<file path="src/rtl/prism_config_reader_if.sv">
// Host-bus side of the PRISM config readback: request, pointer load and
// response signals. The host (or a bench) uses the master modport, and the
// reader uses the slave modport.
interface prism_config_reader_if;
  logic        rd_req;
  logic        rd_sel;
  logic        idx_wr;
  logic [3:0]  idx_wdata;
  logic [31:0] rd_data;
  logic        rd_valid;
  logic        busy;
  logic [3:0]  entry_idx;
  logic        overrun;

  modport master (
    output rd_req, rd_sel, idx_wr, idx_wdata,
    input  rd_data, rd_valid, busy, entry_idx, overrun
  );

  modport slave (
    input  rd_req, rd_sel, idx_wr, idx_wdata,
    output rd_data, rd_valid, busy, entry_idx, overrun
  );
endinterface

</file>
<file path="src/rtl/prism_config_reader.sv">
// prism_config_reader: readback side of the PRISM latch config chain.
// A low-word read atomically snapshots the selected chain entry into a shadow
// register and returns bits [31:0]. A high-word read returns the upper bits of
// that snapshot and advances the entry pointer. Low-word reads issued while the
// loader is shifting the chain wait until the chain is stable.
// Optional feature macro: PRISM_READBACK_PARITY_EN. When it is defined,
// high-word reads carry an XOR checksum of the shadow bytes in [31:24].
module prism_config_reader #(
  parameter int WIDTH = 48,
  parameter int DEPTH = 8
) (
  input  logic                   clk,
  input  logic                   rst,
  input  logic [WIDTH*DEPTH-1:0] config_bus,
  input  logic                   loader_busy,
  prism_config_reader_if.slave   bus
);

  typedef enum logic [1:0] {IDLE, WAIT, RESP} state_t;

  localparam logic [3:0] LAST_IDX = 4'(DEPTH - 1);

  state_t             state_reg, state_next;
  logic [WIDTH-1:0]   shadow_reg, shadow_next;
  logic [31:0]        rd_data_reg, rd_data_next;
  logic [3:0]         entry_idx_reg, entry_idx_next;
  logic               overrun_reg, overrun_next;

  logic [WIDTH-1:0]   entries [DEPTH];
  logic [WIDTH-1:0]   entry_sel;
  logic [3:0]         load_idx;
  logic [3:0]         eff_idx;
  logic [3:0]         adv_idx;
  logic [31:0]        hi_word;

  // Unpack the flat chain bus into one entry per element
  for (genvar gi = 0; gi < DEPTH; gi++) begin : g_entry
    assign entries[gi] = config_bus[(gi+1)*WIDTH-1 -: WIDTH];
  end

  // Out-of-range pointer loads saturate at the last entry
  assign load_idx = ({1'b0, bus.idx_wdata} >= 5'(DEPTH)) ? LAST_IDX : bus.idx_wdata;

  // A pointer load in IDLE takes effect before a same-cycle request
  assign eff_idx = (state_reg == IDLE && bus.idx_wr) ? load_idx : entry_idx_reg;

  // Pointer wraps after the last entry (DEPTH need not be a power of two)
  assign adv_idx = (eff_idx == LAST_IDX) ? 4'd0 : eff_idx + 4'd1;

  // Entry mux; eff_idx never exceeds DEPTH-1 so the default is unreachable
  always_comb begin
    entry_sel = '0;
    for (int i = 0; i < DEPTH; i++) begin
      if (eff_idx == 4'(i)) entry_sel = entries[i];
    end
  end

`ifdef PRISM_READBACK_PARITY_EN
  logic [47:0] shadow_pad;
  logic [7:0]  parity;
  assign shadow_pad = 48'(shadow_reg);
  assign parity = shadow_pad[7:0]   ^ shadow_pad[15:8]  ^ shadow_pad[23:16] ^
                  shadow_pad[31:24] ^ shadow_pad[39:32] ^ shadow_pad[47:40];
  assign hi_word = {parity, 8'h00, shadow_pad[47:32]};
`else
  assign hi_word = {16'h0000, 16'(shadow_reg[WIDTH-1:32])};
`endif

  // Next-state and register-update logic
  always_comb begin
    state_next     = state_reg;
    shadow_next    = shadow_reg;
    rd_data_next   = rd_data_reg;
    entry_idx_next = entry_idx_reg;
    overrun_next   = overrun_reg;

    // Requests are not queued: anything arriving while busy is dropped
    if (bus.rd_req && state_reg != IDLE) overrun_next = 1'b1;

    case (state_reg)
      IDLE: begin
        if (bus.idx_wr) entry_idx_next = load_idx;
        if (bus.rd_req) begin
          if (bus.rd_sel) begin
            rd_data_next   = hi_word;
            entry_idx_next = adv_idx;
            state_next     = RESP;
          end else if (loader_busy) begin
            state_next = WAIT;
          end else begin
            shadow_next  = entry_sel;
            rd_data_next = entry_sel[31:0];
            state_next   = RESP;
          end
        end
      end
      WAIT: begin
        if (!loader_busy) begin
          shadow_next  = entry_sel;
          rd_data_next = entry_sel[31:0];
          state_next   = RESP;
        end
      end
      RESP:    state_next = IDLE;
      default: state_next = IDLE;
    endcase
  end

  // State and data registers; reset also discards any in-flight response
  always_ff @(posedge clk or posedge rst) begin
    if (rst) begin
      state_reg     <= IDLE;
      shadow_reg    <= '0;
      rd_data_reg   <= '0;
      entry_idx_reg <= '0;
      overrun_reg   <= 1'b0;
    end else begin
      state_reg     <= state_next;
      shadow_reg    <= shadow_next;
      rd_data_reg   <= rd_data_next;
      entry_idx_reg <= entry_idx_next;
      overrun_reg   <= overrun_next;
    end
  end

  assign bus.rd_data   = rd_data_reg;
  assign bus.rd_valid  = (state_reg == RESP);
  assign bus.busy      = (state_reg != IDLE);
  assign bus.entry_idx = entry_idx_reg;
  assign bus.overrun   = overrun_reg;

endmodule
</file>
<file path="src/flat_wrapper.sv">
// flat-port wrapper written by rule: the top's interface ports become plain ports
module prism_config_reader_flat 
#(
  parameter int WIDTH = 48,
  parameter int DEPTH = 8
)
  (clk, rst, config_bus, loader_busy, bus_rd_req, bus_rd_sel, bus_idx_wr, bus_idx_wdata, bus_rd_data, bus_rd_valid, bus_busy, bus_entry_idx, bus_overrun);
  prism_config_reader_if bus_i ();
  input  logic clk;
  input  logic rst;
  input  logic [WIDTH*DEPTH-1:0] config_bus;
  input  logic loader_busy;
  input wire logic [$bits(bus_i.rd_req)-1:0] bus_rd_req;
  input wire logic [$bits(bus_i.rd_sel)-1:0] bus_rd_sel;
  input wire logic [$bits(bus_i.idx_wr)-1:0] bus_idx_wr;
  input wire logic [$bits(bus_i.idx_wdata)-1:0] bus_idx_wdata;
  output wire logic [$bits(bus_i.rd_data)-1:0] bus_rd_data;
  output wire logic [$bits(bus_i.rd_valid)-1:0] bus_rd_valid;
  output wire logic [$bits(bus_i.busy)-1:0] bus_busy;
  output wire logic [$bits(bus_i.entry_idx)-1:0] bus_entry_idx;
  output wire logic [$bits(bus_i.overrun)-1:0] bus_overrun;
  assign bus_i.rd_req = bus_rd_req;
  assign bus_i.rd_sel = bus_rd_sel;
  assign bus_i.idx_wr = bus_idx_wr;
  assign bus_i.idx_wdata = bus_idx_wdata;
  assign bus_rd_data = bus_i.rd_data;
  assign bus_rd_valid = bus_i.rd_valid;
  assign bus_busy = bus_i.busy;
  assign bus_entry_idx = bus_i.entry_idx;
  assign bus_overrun = bus_i.overrun;
  prism_config_reader #(.WIDTH(WIDTH), .DEPTH(DEPTH)) u_core (.clk(clk), .rst(rst), .config_bus(config_bus), .loader_busy(loader_busy), .bus(bus_i));
endmodule
</file>
<file path="config.mk">
export PLATFORM = sky130hd
export DESIGN_NAME = prism_config_reader_flat
export DESIGN_NICKNAME = d
export VERILOG_FILES = /design/src/rtl/prism_config_reader_if.sv /design/src/rtl/prism_config_reader.sv /design/src/flat_wrapper.sv
export SDC_FILE = /design/constraint.sdc
export NUM_CORES = 1
export LEC_CHECK = 0
export CORE_AREA = 2 2 167 169
export DETAILED_ROUTE_END_ITERATION = 6
export DIE_AREA = 0 0 169 171
export HOLD_SLACK_MARGIN = 0.05
export SLEW_MARGIN = 25
export SYNTH_ARGS = -nofsm -noshare
export SYNTH_HDL_FRONTEND = slang
export SYNTH_SLANG_ARGS = --single-unit
export TNS_END_PERCENT = 100
</file>
<file path="constraint.sdc">
create_clock -name clk -period 3.65 [get_ports clk]
set_input_delay 0.73 -clock clk [delete_from_list [all_inputs] [get_ports clk]]
set_output_delay 0.73 -clock clk [all_outputs]
set_load 0.05 [all_outputs]
</file>
=== Word-level counts from Yosys, hierarchy flattened ===
Index checks and enable logic that the tools add are counted.

* $add $sub $neg: 1
* Magnitude comparators: 1
* Equal/unequal tests: 12
* Mux-type cells: 27
* Reduce and logical (&&, ||, !) cells: 9

{| class="wikitable"
|+ Operators with widths
! cell !! number
|-
| $mux W48 || 11
|-
| $mux W32 || 3
|-
| $pmux W48 S2 || 1
|-
| $pmux W32 S2 || 1
|-
| $mux W4 || 6
|-
| $eq A4 B3 Y1 const B || 4
|-
| $eq A4 B2 Y1 const B || 2
|-
| $mux W2 || 4
|-
| $ne A2 B2 Y1 const B || 3
|-
| $add A4 B1 Y4 const B || 1
|-
| $eq A4 B1 Y1 const B || 1
|-
| $ge A4 B4 Y1 const B || 1
|-
| $logic_not A4 Y1 || 1
|-
| $pmux W2 S2 || 1
|-
| $reduce_and A2 Y1 || 2
|-
| $reduce_bool A2 Y1 || 2
|-
| $reduce_and A3 Y1 || 1
|-
| $eq A2 B1 Y1 const B || 1
|-
| $eq A2 B2 Y1 const B || 1
|-
| $logic_and A1 B1 Y1 || 2
|-
| $logic_not A2 Y1 || 1
|}

* Flip-flop bits (word level): 87
* Input port bits: 394
* Output and inout bits: 39
* Logic and storage cells: 55

=== Logic depth before layout (Yosys ltp) ===
Gate-level depths: netlist of the first run.

* Depth in word-level cells: 16
* Mapped depth: 14
* Mapped depth without buffers: 9

=== Worst setup path before layout of the first run ===
Ideal clock, no wire load.

* Kind: input port to flip-flop
* Start: input bus_idx_wr
* End: register u_core.rd_data_reg[6], in the netlist u_core.bus.rd_data[6]
* Setup time: 104 ps
* Arrival: 2994 ps
* Data required time: 3546 ps
* Path slack: 552 ps
* Cell stages on the path: 12
* Path buffers: 3
* Cell sequence: buf_4 -> nor3b_2 -> buf_4 -> mux2_4 -> inv_1 -> ha_1 -> nand2_1 -> o21ai_0 -> buf_2 -> a221oi_1 -> o311a_1 -> o41ai_2

* Longest elaborated chain between the ends: 15
* Elaborated cells between the ends (all ways): 22
* Classes of those cells: 7 x eq/ne; 13 x mux; 2 x reduce/logical

{| class="wikitable"
|+ RTL lines
! element !! RTL line !! text
|-
| from (decl) || flat_wrapper.sv:15 || <nowiki>input wire logic [$bits(bus_i.idx_wr)-1:0] bus_idx_wr;</nowiki>
|-
| $logic_and A1 B1 Y1 * || prism_config_reader.sv:45 || <nowiki>assign eff_idx = (state_reg == IDLE && bus.idx_wr) ? load_idx : entry_idx_reg;</nowiki>
|-
| $mux W4 * || prism_config_reader.sv:45 ||
|-
| $logic_not A4 Y1 || prism_config_reader.sv:54 || <nowiki>if (eff_idx == 4'(i)) entry_sel = entries[i];</nowiki>
|-
| $mux W48 (7 in a row) || prism_config_reader.sv:54 ||
|-
| $mux W48 * || prism_config_reader.sv:54 ||
|-
| $mux W32 * || prism_config_reader.sv:88, prism_config_reader.sv:98 ||
|-
| $mux W32 || prism_config_reader.sv:84 || <nowiki>if (bus.rd_sel) begin</nowiki>
|-
| $mux W32 || prism_config_reader.sv:83 || <nowiki>if (bus.rd_req) begin</nowiki>
|-
| $pmux W32 S2 * || prism_config_reader.sv:80 || <nowiki>case (state_reg)</nowiki>
|-
| to (signal assigned) || prism_config_reader.sv:120 || <nowiki>rd_data_reg <= rd_data_next;</nowiki>
|-
| to (decl) || prism_config_reader.sv:25 || <nowiki>logic [31:0] rd_data_reg, rd_data_next;</nowiki>
|}

Every way passes the cells marked *; elsewhere a longest branch is shown, timed or not. The select of a mux whose other input is x is not followed.
A chain may end at the register's enable or synchronous reset.

=== Worst setup path after layout of the first run ===
* Start: input bus_idx_wr
* End: register u_core.rd_data_reg[8], in the netlist u_core.bus.rd_data[8]

Same word-level chain as after synthesis.

==> qor.txt, run 1 <==
Pwr dens: 439 nW/um^2
Num CTS Buffers: 5
Vias per std cell: 5.47
Max Slew Vio Count: 0
Worst min path class: register to register
Setup violators final: 0
Fmax: 297 MHz
Setup TNS: 0 ns
Postcts setup bufs: 0
CP max-delay cell: nor3_2
Internal power: 2.52 mW
Synth area leaders: dfrtp_1 (24%), a22oi_1 (6.0%), o311a_1 (5.7%)
Initial DRC count: 484
CP Data Arrival Time: 3.56 ns
Num rows: 61
Status: complete, no violations
WP buf/inv: 1
Initial Utilization: 0.207
Die ar.: 28900 um^2
Filler cells: 2774
Slew @ Worst Pin: 0.855 ns
Most frequent cell after synthesis: nor2_1
Critical Path Sink Type: register
Placed Instances: 1438
Hold Path Depth: 1
Rel. slew slack: 0.427
Pin count of the biggest net entering global routing: 50
Clk Latency, worst-skew pair: 0.32 ns
First-pass GRT wire length: 51900 um
Sequential share of power: 0.216
RePlAce Congestion: 0.907
Total GRT Usage: 0.242
Mapped Cells: 677
I/O Buffers: 432
Combinational share of power: 0.670
Worst hold path startpoint: u_core.bus.overrun$_DFFE_PP0P_
Fin. Hold Viols: 0
DRC viols: 0
Asr flop ratio synth: 1.00
Final Total Pwr: 4.78 mW
Crit path max fanout: 9
Minimum clock period: 3.37 ns
Main flop type after synthesis: dfrtp_1
Core area: 27300 um^2
Die width: 169 um
GRT overflow: 0
Crit start category: primary input
Clock buffer depth: 2
Ports: 433
Sw Ratio: 0.473
Commonest cells in the synthesized netlist: nor2_1 (72), dfrtp_1 (55), nand2_1 (48)
Synth area leader: dfrtp_1
Top delay family on crit path: simple AND/OR/NAND/NOR gates
Syn_nets: 1072
Vias: 7924
Setup CP Type: primary input to register
CTS resizes: 0
CP cell instances: clkdlybuf4s50_1 -> or3b_1 -> nand2_1 -> o21ai_0 -> ha_1 -> a21boi_0 -> and2_1 -> nor3_2 -> o311a_1 -> o41ai_2
# H-tree levels: 2
FF-to-FF End: u_core.bus.rd_data[8]$_DFFE_PP0P_
Crit path largest cell delay: 0.66 ns
Worst r2r src: u_core.state_reg[1]$_DFFE_PP0P_
Worst Skew: 0.00884 ns
Initial antenna violation count: 7
Clock root cell: clkbuf_16
Layout cells sized above 1: 0.101
WL/cell: 25.3 um
Worst R2R Path Depth: 9
Number of global-route vias before repair: 8095
Yosys warning count: 0
Hold EP: u_core.bus.overrun$_DFFE_PP0P_
Post-route clock period utilization: 0.922
WP data required: 3.85 ns
Die H: 171 um
Synth cell types: 58
Post-Layout Cell Count: 1449
Post-synth EDFFs: 0
Hold_buf cts: 0
NumNets Final: 1494
Post-DP HPWL: 28700 um
Switching power: 2.26 mW
Avg Cell Area, Syn: 8.36 um^2
RSZ-0062 raised after global routing: false
CTS clk-pin slew, worst paths: 0.09 ns
Clock Power Share: 0.113
Synth Register Bits: 55
Final wirelength: 36700 um
Sequential element share of the synthesized area: 0.243
Max IR drop VDD: 0.195 mV
Max FFs per register: 32
Area grow syn2layout: 92.5%
CTS sink count: 55
Final ANT Viol Nets: 0
LEAKAGE: 3.91 nW
DRT Pass-1 Iters: 6
Post-Syn Area: 5660 um^2
Setup slack, reg-to-reg: 0.67 ns
Max-Cap Viols: 0
Top cell type's share of synthesized area: 0.243
CTS tree: yes
-- metal layers --
metal	up-vias	global-route usage	routed length [um]
met1	3814	0.299	14900
li1	3653	-	-
met5	-	0	57
met2	409	0.421	18200
met4	8	0.0613	538
met3	40	0.0615	3010
-- how the worst max path moves through the flow --
| stage | start | end | slack, ns | cells past startpoint |
|---|---|---|---|---|
| 3_5_place_dp | bus_idx_wr | u_core.bus.rd_data[9]$_DFFE_PP0P_ | -0.01 | 11 |
| 5_1_grt | bus_idx_wr | u_core.bus.rd_data[27]$_DFFE_PP0P_ | 0.09 | 11 |
| 2_1_floorplan | bus_idx_wr | u_core.bus.rd_data[6]$_DFFE_PP0P_ | 0.55 | 12 |
| 4_1_cts | bus_idx_wr | u_core.bus.rd_data[9]$_DFFE_PP0P_ | 0.34 | 11 |
| 6_report | bus_idx_wr | u_core.bus.rd_data[8]$_DFFE_PP0P_ | 0.28 | 10 |
| 3_3_place_gp | bus_idx_wr | u_core.bus.rd_data[8]$_DFFE_PP0P_ | 0.02 | 10 |
-- power groups by stage --
stage | Combinational [mW] | Sequential [mW] | Clock (mW)
6_report | 3.20 | 1.03 | 0.542
5_1_grt | 3.40 | 1.06 | 0.581
4_1_cts | 3.21 | 1.03 | 0.560
3_5_place_dp | 3.19 | 1.04 | 0
3_3_place_gp | 3.19 | 1.04 | 0
2_1_floorplan | 1.27 | 1.49 | 0
-- area by class of cell --
cell class	count	area [um^2]	area share
Antenna cell	3	7.51	0.000689
Clock buffer	5	125	0.0115
Clock inverter	3	22.5	0.00207
Inverter	12	45.0	0.00414
Multi-Input combinational cell	530	3910	0.359
Sequential cell	55	1380	0.126
Tap cell	346	433	0.0397
Timing Repair Buffer	495	4970	0.456
-- layout by cell type, fill, tap and decap left out, types with 4 or more instances in the layout --
| master | Yosys | routed |
|---|---|---|
| clkdlybuf4s50_1 | 0 | 432 |
| nor2_1 | 72 | 71 |
| dfrtp_1 | 55 | 55 |
| buf_4 | 7 | 49 |
| nand2_1 | 48 | 47 |
| a22oi_1 | 45 | 45 |
| a221oi_1 | 36 | 36 |
| o311a_1 | 32 | 32 |
| o221ai_1 | 29 | 29 |
| o21ai_0 | 27 | 25 |
| o211ai_1 | 25 | 25 |
| a21boi_0 | 19 | 19 |
| o22ai_1 | 17 | 17 |
| o21a_1 | 15 | 15 |
| a311oi_1 | 15 | 15 |
| o22a_1 | 14 | 14 |
| buf_12 | 0 | 14 |
| a221oi_2 | 13 | 13 |
| or3_1 | 12 | 12 |
| o41ai_1 | 11 | 11 |
| inv_1 | 11 | 10 |
| a22o_1 | 10 | 10 |
| a222oi_1 | 10 | 10 |
| a21oi_1 | 9 | 8 |
| nand3_1 | 6 | 6 |
| o41ai_2 | 6 | 5 |
| clkbuf_16 | 0 | 5 |
| nor3b_1 | 4 | 4 |
| a31oi_1 | 4 | 4 |
| a2bb2oi_1 | 4 | 4 |
-- worst register-to-register path, cell delays in order, from the launching register on --
cell      delay (ns)
dfrtp_1         0.49
or3b_1          0.46
nand2_1         0.08
o21ai_0         0.08
ha_1            0.25
a21boi_0        0.16
and2_1          0.24
nor3_2          0.66
o311a_1         0.34
o41ai_2         0.09
-- logic make-up after synthesis --
group           share of synthesized area
compound gates                      0.522
xor+xnor                          0.00310
fa+ha+maj                         0.00221
buf+inv                            0.0792
flops                               0.243
mux                                0.0166
simple gates                        0.133
-- metrics by stage --
step                utilization  area [um^2]  hold WS, ns  worst slack, ns
floorplan                     -         5660        0.467            0.552
global placement          0.393        10700        0.447           0.0214
detailed placement        0.393        10700        0.451          -0.0102
CTS                       0.398        10900        0.470            0.344
global route              0.399        10900        0.492           0.0871
finish                    0.399        10900        0.467            0.284
(Power assumes the default switching activity.)
==> run 2, diff against run 1 <==
--- a/config.mk
+++ b/config.mk
@@ -8,2 +8,3 @@
 export CORE_AREA = 2 2 167 169
+export CTS_BUF_LIST = sky130_fd_sc_hd__clkbuf_8
 export DETAILED_ROUTE_END_ITERATION = 6
--- a/constraint.sdc
+++ b/constraint.sdc
@@ -3,2 +3,2 @@
 set_output_delay 0.73 -clock clk [all_outputs]
-set_load 0.05 [all_outputs]
+set_load 0.1 [all_outputs]
==> run 2 against run 1 <==
Sequential power hardly changed. Maximum frequency rose by 2.2%. Critical endpoint unchanged. Worst hold slack gained 0.0085 ns. Core utilization is 0.14 points lower.
==> qor.txt, run 2 (same netlist as run 1, synthesis figures left out) <==
RePlAce Congestion: 0.909
Clk Latency, worst-skew pair: 0.36 ns
Clock root cell: clkbuf_8
Number of global-route vias before repair: 8163
Max-Cap Viols: 0
CTS tree: yes
Postcts setup bufs: 0
Setup CP Type: primary input to register
Worst Skew: 0.0184 ns
LEAKAGE: 3.92 nW
DRT Pass-1 Iters: 5
Status: complete, no violations
Core area: 27300 um^2
Hold_buf cts: 0
# H-tree levels: 2
Post-DP HPWL: 28900 um
Minimum clock period: 3.29 ns
Fmax: 304 MHz
WP data required: 3.88 ns
Max FFs per register: 32
Max Slew Vio Count: 0
Initial DRC count: 642
Die H: 171 um
Initial antenna violation count: 11
Final wirelength: 37000 um
First-pass GRT wire length: 52400 um
Vias: 8023
Area grow syn2layout: 91.8%
WL/cell: 25.4 um
Setup violators final: 0
Critical Path Sink Type: register
CP startpoint: bus_idx_wr
Num rows: 61
Final Total Pwr: 5.32 mW
Die ar.: 28900 um^2
Die width: 169 um
Layout cells sized above 1: 0.110
Pwr dens: 490 nW/um^2
CTS sink count: 55
Commonest non-fill, non-tap cell in the layout: clkdlybuf4s50_1
Slew @ Worst Pin: 1.02 ns
I/O Buffers: 432
Setup TNS: 0 ns
CTS resizes: 0
CP Data Arrival Time: 3.53 ns
Rel. slew slack: 0.320
FF-to-FF End: u_core.bus.rd_data[8]$_DFFE_PP0P_
CTS clk-pin slew, worst paths: 0.13 ns
Worst min path class: register to register
Most frequent cells in the layout: clkdlybuf4s50_1 (424), nor2_1 (71), buf_4 (60)
Fin. Hold Viols: 0
Worst r2r src: u_core.state_reg[1]$_DFFE_PP0P_
Setup slack, reg-to-reg: 0.70 ns
Crit start category: primary input
Num CTS Buffers: 5
Crit path max fanout: 9
NumNets Final: 1496
Max IR drop VDD: 0.264 mV
GRT overflow: 0
Post-route clock period utilization: 0.902
Initial Utilization: 0.207
RSZ-0062 raised after global routing: false
Worst setup endpoint: u_core.bus.rd_data[8]$_DFFE_PP0P_
Final ANT Viol Nets: 0
Vias per std cell: 5.51
Total GRT Usage: 0.243
Worst R2R Path Depth: 9
Clock buffer depth: 2
Pin count of the biggest net entering global routing: 50
Ports: 433
DRC viols: 0
-- run 2: layer usage --
layer / GRT usage / part of all wire / vias to the layer above
met4: 0.0643 / 0.021 / 6
met3: 0.0567 / 0.082 / 47
met2: 0.416 / 0.48 / 415
li1: - / - / 3659
met5: 0 / 0.0012 / -
met1: 0.308 / 0.42 / 3896
-- run 2: per-stage QoR --
stage	instances	hold slack, ns	cell area, um^2	setup WS (ns)	util
after floorplan	677	0.467	5660	0.551	-
after global placement	1440	0.445	10700	0.0244	0.392
after detailed placement	1440	0.451	10700	0.0159	0.392
after CTS	1448	0.480	10800	0.380	0.397
after global routing	1453	0.498	10800	0.0413	0.397
final	1455	0.475	10900	0.356	0.397
-- run 2: critical path: stages --
cell and delay (ns):
clkdlybuf4s50_1 0.51, or3b_1 0.39, nand2_1 0.08, o21ai_0 0.10, ha_1 0.26, a21boi_0 0.16
and2_1 0.24, nor3_2 0.64, o311a_1 0.33, o41ai_2 0.09
-- run 2: where the power goes --
part           internal (mW)  switching (mW)  total (mW)
clock                  0.210           0.279       0.489
combinational           1.41            2.38        3.79
sequential             0.834           0.204        1.04
total                   2.46            2.86        5.32
-- run 2: worst min path at each step --
stage	from	end	depth (start not counted)
final	u_core.bus.overrun$_DFFE_PP0P_	u_core.bus.overrun$_DFFE_PP0P_	1
after global routing	u_core.bus.overrun$_DFFE_PP0P_	u_core.bus.overrun$_DFFE_PP0P_	1
after CTS	u_core.bus.overrun$_DFFE_PP0P_	u_core.bus.overrun$_DFFE_PP0P_	1
after detailed placement	u_core.bus.overrun$_DFFE_PP0P_	u_core.bus.overrun$_DFFE_PP0P_	1
after global placement	u_core.bus.overrun$_DFFE_PP0P_	u_core.bus.overrun$_DFFE_PP0P_	1
after floorplan	u_core.shadow_reg[32]$_DFFE_PP0P_	u_core.bus.rd_data[0]$_DFFE_PP0P_	2
-- run 2: layout make-up --
| cell class | instances | area [um^2] |
|---|---|---|
| fill | 2772 | 16500 |
| timing repair buffer | 497 | 4950 |
| multi-input combinational | 530 | 3910 |
| sequential | 55 | 1380 |
| tap | 346 | 433 |
| clock buffer | 5 | 68.8 |
| clock inverter | 3 | 47.5 |
| inverter | 12 | 45.0 |
| antenna | 7 | 17.5 |
==> run 3, diff against run 2 <==
CTS_CLUSTER_DIAMETER = 50   (was unset)
==> results of run 3 <==
Same layout as run 2: the final DEF is identical, and so are final timing and power.
